===== src/rtl/decode_alu1.sv =====
`timescale 1ns/1ps
`default_nettype none
// ============================================================================
// Module      : decode_alu1
// Description : Registered opcode decoder for ALU stage 1. The 6-bit opcode
//               {Ctrl0..Ctrl5} is looked up in a fixed 15-entry table. The
//               result is an operation index, a carry-in/shift-fill bit and
//               an illegal-opcode flag, all registered with one cycle of
//               latency.
//
// Ports       : clk        - system clock, rising edge
//               rst_n      - asynchronous assert, active-low reset
//               Ctrl0      - opcode bit 5 (MSB); 1 selects shift/rotate class
//               Ctrl1..5   - opcode bits 4..0
//               c_flag     - current carry flag (rotate-through-carry fill)
//               ALU1_out   - registered carry-in / shift-fill bit
//               op_code    - registered operation index (15 = illegal)
//               illegal_op - registered flag, 1 for opcodes not in the table
//
// Config      : ALU1_CARRY_ROTATE_EN - when defined, ROL/ROR drive ALU1_out
//               from c_flag. When undefined, ROL/ROR drive 0 and c_flag is
//               ignored.
//
// Revision    : 1.0 - initial release
// ============================================================================
module decode_alu1 (
    input  logic       clk,
    input  logic       rst_n,
    input  logic       Ctrl0,
    input  logic       Ctrl1,
    input  logic       Ctrl2,
    input  logic       Ctrl3,
    input  logic       Ctrl4,
    input  logic       Ctrl5,
    input  logic       c_flag,
    output logic       ALU1_out,
    output logic [3:0] op_code,
    output logic       illegal_op
);

    // Opcode encodings
    localparam logic [5:0] c_OP_MOV = 6'b000000;
    localparam logic [5:0] c_OP_ADD = 6'b010010;
    localparam logic [5:0] c_OP_SUB = 6'b010001;
    localparam logic [5:0] c_OP_OR  = 6'b001010;
    localparam logic [5:0] c_OP_NOT = 6'b001100;
    localparam logic [5:0] c_OP_XOR = 6'b001110;
    localparam logic [5:0] c_OP_AND = 6'b000110;
    localparam logic [5:0] c_OP_INC = 6'b011011;
    localparam logic [5:0] c_OP_DEC = 6'b011000;
    localparam logic [5:0] c_OP_SLA = 6'b100100;
    localparam logic [5:0] c_OP_SLL = 6'b100000;
    localparam logic [5:0] c_OP_ROL = 6'b100010;
    localparam logic [5:0] c_OP_SRA = 6'b101100;
    localparam logic [5:0] c_OP_SRL = 6'b101000;
    localparam logic [5:0] c_OP_ROR = 6'b101010;

    // Operation indices
    localparam logic [3:0] c_IDX_MOV     = 4'd0;
    localparam logic [3:0] c_IDX_ADD     = 4'd1;
    localparam logic [3:0] c_IDX_SUB     = 4'd2;
    localparam logic [3:0] c_IDX_OR      = 4'd3;
    localparam logic [3:0] c_IDX_NOT     = 4'd4;
    localparam logic [3:0] c_IDX_XOR     = 4'd5;
    localparam logic [3:0] c_IDX_AND     = 4'd6;
    localparam logic [3:0] c_IDX_INC     = 4'd7;
    localparam logic [3:0] c_IDX_DEC     = 4'd8;
    localparam logic [3:0] c_IDX_SLA     = 4'd9;
    localparam logic [3:0] c_IDX_SLL     = 4'd10;
    localparam logic [3:0] c_IDX_ROL     = 4'd11;
    localparam logic [3:0] c_IDX_SRA     = 4'd12;
    localparam logic [3:0] c_IDX_SRL     = 4'd13;
    localparam logic [3:0] c_IDX_ROR     = 4'd14;
    localparam logic [3:0] c_IDX_ILLEGAL = 4'd15;

    logic [5:0] w_opcode;
    logic       w_rot_fill;
    logic [3:0] w_op_code;
    logic       w_alu1;
    logic       w_illegal;

    logic [3:0] r_op_code;
    logic       r_alu1;
    logic       r_illegal;

    assign w_opcode = {Ctrl0, Ctrl1, Ctrl2, Ctrl3, Ctrl4, Ctrl5};

    // Fill bit shared by ROL and ROR.
`ifdef ALU1_CARRY_ROTATE_EN
    assign w_rot_fill = c_flag;
`else
    // Rotates fill with 0. c_flag is masked rather than left dangling so the
    // port remains referenced in this build.
    assign w_rot_fill = c_flag & 1'b0;
`endif

    // Table lookup. The default arm covers unlisted opcodes and also any
    // X/Z on the Ctrl inputs, which cannot match a case item in a 4-state
    // simulation.
    always_comb begin
        w_op_code = c_IDX_ILLEGAL;
        w_alu1    = 1'b0;
        w_illegal = 1'b1;
        case (w_opcode)
            c_OP_MOV: begin w_op_code = c_IDX_MOV; w_illegal = 1'b0; end
            c_OP_ADD: begin w_op_code = c_IDX_ADD; w_illegal = 1'b0; end
            c_OP_SUB: begin
                w_op_code = c_IDX_SUB;
                w_alu1    = 1'b1;
                w_illegal = 1'b0;
            end
            c_OP_OR:  begin w_op_code = c_IDX_OR;  w_illegal = 1'b0; end
            c_OP_NOT: begin w_op_code = c_IDX_NOT; w_illegal = 1'b0; end
            c_OP_XOR: begin w_op_code = c_IDX_XOR; w_illegal = 1'b0; end
            c_OP_AND: begin w_op_code = c_IDX_AND; w_illegal = 1'b0; end
            c_OP_INC: begin
                w_op_code = c_IDX_INC;
                w_alu1    = 1'b1;
                w_illegal = 1'b0;
            end
            c_OP_DEC: begin w_op_code = c_IDX_DEC; w_illegal = 1'b0; end
            c_OP_SLA: begin w_op_code = c_IDX_SLA; w_illegal = 1'b0; end
            c_OP_SLL: begin w_op_code = c_IDX_SLL; w_illegal = 1'b0; end
            c_OP_ROL: begin
                w_op_code = c_IDX_ROL;
                w_alu1    = w_rot_fill;
                w_illegal = 1'b0;
            end
            c_OP_SRA: begin w_op_code = c_IDX_SRA; w_illegal = 1'b0; end
            c_OP_SRL: begin w_op_code = c_IDX_SRL; w_illegal = 1'b0; end
            c_OP_ROR: begin
                w_op_code = c_IDX_ROR;
                w_alu1    = w_rot_fill;
                w_illegal = 1'b0;
            end
            default: begin
                w_op_code = c_IDX_ILLEGAL;
                w_alu1    = 1'b0;
                w_illegal = 1'b1;
            end
        endcase
    end

    // Output registers. Reset clears them immediately to MOV. This discards
    // any decode in flight, so the first post-reset result comes from the
    // first rising edge with rst_n high.
    always_ff @(posedge clk or negedge rst_n) begin
        if (!rst_n) begin
            r_op_code <= c_IDX_MOV;
            r_alu1    <= 1'b0;
            r_illegal <= 1'b0;
        end else begin
            r_op_code <= w_op_code;
            r_alu1    <= w_alu1;
            r_illegal <= w_illegal;
        end
    end

    assign op_code    = r_op_code;
    assign ALU1_out   = r_alu1;
    assign illegal_op = r_illegal;

endmodule
`default_nettype wire


===== config.mk =====
export PLATFORM = sky130hd
export DESIGN_NAME = decode_alu1
export DESIGN_NICKNAME = d
export VERILOG_FILES = /design/src/rtl/decode_alu1.sv
export SDC_FILE = /design/constraint.sdc
export NUM_CORES = 1
export LEC_CHECK = 0
export CELL_PAD_IN_SITES_DETAIL_PLACEMENT = 1
export CELL_PAD_IN_SITES_GLOBAL_PLACEMENT = 1
export CORE_MARGIN = 2
export CORE_UTILIZATION = 32
export DETAILED_ROUTE_END_ITERATION = 10
export GPL_ROUTABILITY_DRIVEN = 0
export PLACE_DENSITY_LB_ADDON = 0.1
export SYNTH_ARGS = -nofsm -noshare
export SYNTH_HDL_FRONTEND = slang
export SYNTH_SLANG_ARGS = --single-unit
export TNS_END_PERCENT = 30

===== constraint.sdc =====
create_clock -name clk -period 0.8 [get_ports clk]
set_input_delay 0.24 -clock clk [delete_from_list [all_inputs] [get_ports clk]]
set_output_delay 0.24 -clock clk [all_outputs]
set_load 0.02 [all_outputs]

==> Yosys cells after proc, flatten, opt, wreduce, memory -nomap -nowiden <==
Cells that the tools add are included.
{ "totals": {"in_bits": 9, "out_inout_bits": 6, "ff_bits": 6, "elab_cells": 23} }
{ "classes": {"n_reduce_logical": 3, "muxes": 3, "eq_ne": 14} }
{ "op_table": {"columns": ["cell", "n"], "rows": [
  ["$pmux W4 S15", 1],
  ["$eq A6 B6 Y1 const B", 6],
  ["$eq A6 B5 Y1 const B", 4],
  ["$eq A6 B4 Y1 const B", 3],
  ["$reduce_or A15 Y1", 1],
  ["$eq A6 B3 Y1 const B", 1],
  ["$logic_not A6 Y1", 1],
  ["$mux W1", 2],
  ["$reduce_or A2 Y1", 1]
]} }

==> Longest topological paths before layout <==
{ "depth": {"ltp_word": 3, "ltp_mapped": 5, "ltp_nobuf": 3} }

==> Least setup slack after synthesis <==
Ideal clock, no wire load.
{ "synth_timing": {"path_kind": "input-to-reg", "startpoint": "input port Ctrl1", "endpoint": "register r_op_code[0] (netlist: op_code[0])", "path_slack_ns": -0.435, "cell_stages": 4, "setup_ns": 0.138, "t_arrival_ns": 1.096, "path_buffers": 1, "cell_sequence": "buf_2 > or4bb_1 > a21oi_1 > a32oi_1"} }
{ "synth_via": {"elab_chain_len": 2, "word_cells_on_any_way": 16, "cone_classes": "14 x eq/ne; 1 x mux; 1 x reduce/logical"} }
{ "synth_lines": {"columns": ["item", "line", "rtl"], "rows": [
  ["start: declaration", "30", "input logic Ctrl1,"],
  ["$eq A6 B6 Y1 (tied with other cells)", null, null],
  ["$pmux W4 S15 (*)", "104", "case (w_opcode)"],
  ["net w_op_code[0]", "78", "logic [3:0] w_op_code;"],
  ["end signal: assignment", "149", "r_op_code <= c_IDX_MOV;"],
  ["end signal: assignment", "153", "r_op_code <= w_op_code;"],
  ["end: declaration", "82", "logic [3:0] r_op_code;"]
]} }
Mark *: on every way through the listed nets, which the timed path passes. The rest lies on a longest branch.

==> Worst setup path after layout <==
{ "layout_timing": {"startpoint": "input port Ctrl0", "endpoint": "register r_illegal (netlist: illegal_op)"} }
{ "layout_via": {"elab_chain_len": 3, "word_cells_on_any_way": 17, "cone_classes": "14 x eq/ne; 1 x mux; 2 x reduce/logical"} }
{ "layout_lines": {"columns": ["item", "line", "rtl"], "rows": [
  ["start: declaration", "29", "input logic Ctrl0,"],
  ["$eq A6 B6 Y1 (tied with other cells)", null, null],
  ["$reduce_or A15 Y1 (no line) (*)", null, null],
  ["$mux W1 (*)", "104", null],
  ["net w_illegal", "80", "logic w_illegal;"],
  ["end signal: assignment", "155", "r_illegal <= w_illegal;"],
  ["end: declaration", "84", "logic r_illegal;"]
]} }
Marks and branches as above.

==> summary.txt <==
Outcome
  • Outcome: complete, but fails checks
  • Failing checks: negative setup slack

Placement
  • IO Port Bufs: 13
  • Dpl hpwl: 1.09 mm
  • DP Worst Slack: -0.971 ns

Timing
  • Worst Tran Pin Value: 0.305 ns
  • RSZ-0062 raised after global routing: true
  • Max frequency: 0.962 GHz
  • Final setup margin: -0.239 ns
  • Tightest hold margin: 0.238 ns
  • Max-slew headroom: 79.5%
  • Hold Vio Cnt, Final: 0
  • Final period util: 130%
  • Fin crit period: 1.04 ns
  • Setup Viol. Count Final: 12
  • Slew Limit Fails: 0

Synthesis
  • Number of synthesis warnings: 0
  • Main flop type after synthesis: dfrtp_1
  • Post-synthesis cell count: 53
  • Flop and latch count out of synthesis: 6
  • Synth area leaders: dfrtp_1 31%, a211o_1 5.5%, xnor2_1 5.5%
  • Post-synth net total: 62
  • Yosys cell types: 29
  • Syn Std Cell Area: 482 um2
  • Post-synthesis sequential area ratio: 31.2%
  • Post-synth EDFFs: 0
  • Dominant cell type by area after synthesis: dfrtp_1
  • Asr flop ratio synth: 100%
  • Synth Area per Inst: 9.09 um2
  • Post-synth top area share: 31.2%

Power and ir drop
  • Maximum VDD drop: 0.000429 V
  • Int Pwr: 668 uW
  • Static leakage: 0.337 nW
  • Switching share of power: 28.1%
  • Power share of the combinational group: 36.3%
  • Seq pwr share: 35.0%
  • Pwr Density: 1180 nW/um2
  • P_sw: 261 uW
  • Clock power share: 28.7%

Route
  • Vias per cell: 5.23
  • Detailed Route WL: 1.45 mm
  • Routed Antenna Nets: 0
  • DRT Pass-1 Iters: 2
  • Initial DRC Count: 6
  • Drt wl/cell: 14.5 um
  • DRC Markers: 0
  • Via count: 523

GRT
  • Largest net degree at the start of global routing: 10
  • Initial antenna violation count: 0
  • Total track usage: 18.0%
  • First-pass GRT wire length: 2.46 mm
  • Vias in the first global route: 529
  • Total grt overflow: 0

Die
  • Row cnt: 14
  • Ports: 15
  • Die Ht: 42.8 um
  • Core Region: 1450 um2
  • Die width: 42.8 um
  • Initial core utilization: 33.1%
  • Die area: 1830 um2

Final layout
  • Area of the multi-input gates: 313 um2
  • Area Growth Syn to Fin: 63.4%
  • Share of layout cells above drive strength 1: 54.8%
  • Commonest non-fill, non-tap cell in the layout: buf_4
  • Final nets: 95
  • FF+latch area: 150 um2
  • Most frequent cells in the layout: 21 x buf_4, 7 x buf_2, 6 x dfrtp_1, 5 x buf_6
  • Number of fill cells: 181
  • Diode count: 0

Setup path
  • CP arrival: 1.16 ns
  • CP Class: input pin to flip-flop
  • Worst-path fanout max: 4
  • Worst setup SP type: input pin
  • Worst setup EP type: flip-flop
  • Req. time, crit path: 0.92 ns

CTS
  • Hold-fix buffers, CTS: 0
  • Total CTS buffers: 3
  • CTS tree: done
  • Max Root-Sink Buffers: 2
  • H-tree Lvls: 1
  • Clock transition at the registers of the reported paths: 0.04 ns
  • Clock root cell: clkbuf_4
  • CTS Sinks: 6

Run
  • Maximum capacitance violations: 0

Worst hold path
  • Hold Path Class: input pin to async pin
==> cell families (layout without fill, tap and decap cells) <==
kind of cell / count (synthesis) / after routing / synth area share, %
compound gates: 14 / 14 / 22.9
xor+xnor: 3 / 3 / 5.46
simple gates: 20 / 20 / 26.8
buf+inv: 9 / 40 / 11.4
flops: 6 / 6 / 31.2
fa+ha+maj: 1 / 1 / 2.34
==> layout make-up <==
| cell class | count | share of cell area, % |
|---|---|---|
| repair buffers | 35 | 34.8 |
| well taps | 16 | 2.54 |
| clock buffers | 3 | 2.86 |
| flip-flops and latches | 6 | 19.1 |
| multi-input cells | 38 | 39.7 |
| inverters | 2 | 0.954 |
==> power by group through the flow <==
stage | Sequential [mW] | Clock [mW] | Combinational, mW
floorplan | 0.352 | 0 | 0.151
global placement | 0.329 | 0 | 0.312
detailed placement | 0.331 | 0 | 0.320
CTS | 0.326 | 0.283 | 0.324
global route | 0.327 | 0.308 | 0.368
finish | 0.325 | 0.266 | 0.337
==> flip-flops by register name (all words and copies together), names as in the netlist <==
signal,flops
illegal_op,1
op_code,4
ALU1_out,1
==> synthesized netlist by cell type, types with 2 or more instances <==
master,instances
a211o_1,3
a32oi_1,2
buf_2,2
buf_4,3
dfrtp_1,6
inv_1,2
nand2b_1,3
nand3b_1,2
nor2_1,3
nor4_1,2
o211ai_1,2
o21ai_0,2
or3_1,3
xnor2_1,3
==> how the worst max path moves through the flow <==
stage / from / end / slack [ns] / depth (start not counted)
final: Ctrl0 / illegal_op / -0.24 / 6
after global routing: Ctrl0 / op_code[1] / -0.27 / 5
after CTS: Ctrl2 / illegal_op / -0.35 / 5
after detailed placement: Ctrl3 / op_code[0] / -0.97 / 4
after floorplan: Ctrl5 / op_code[0] / -0.38 / 4
after global placement: Ctrl3 / op_code[0] / -0.93 / 4
==> critical path, cell delays in order <==
cell and delay, ns:
buf_2 0.12, buf_4 0.13, nand3b_1 0.21, nor3b_1 0.25, buf_4 0.15, a211oi_2 0.04
==> routing by layer <==
metal / global-route usage [%] / up-vias / routed length [um]
met2: 28.8 / 12 / 750
met3: 3.40 / 0 / 52
met4: 7.50 / 0 / 0
met5: 0 / - / 0
met1: 23.4 / 250 / 642
li1: - / 261 / -
==> what timing repair did <==
item                                    in CTS  in global routing
gates resized for setup                     56                 15
buffers inserted                             4                  0
pin swaps                                    9                  4
endpoints found under the setup margin      12                 12
endpoints found under the hold margin        0                  0
==> stage by stage <==
step	util, %	instance area, um2	TNS, ns	instances	power, mW
6_report	54.1	787	-2.28	100	0.929
2_1_floorplan	-	505	-1.94	53	0.504
4_1_cts	52.0	756	-2.68	101	0.932
3_5_place_dp	50.5	734	-7.54	94	0.650
3_3_place_gp	50.5	734	-7.25	94	0.642
5_1_grt	54.1	787	-2.65	100	1.00
Power figures use the tool's default switching activity.
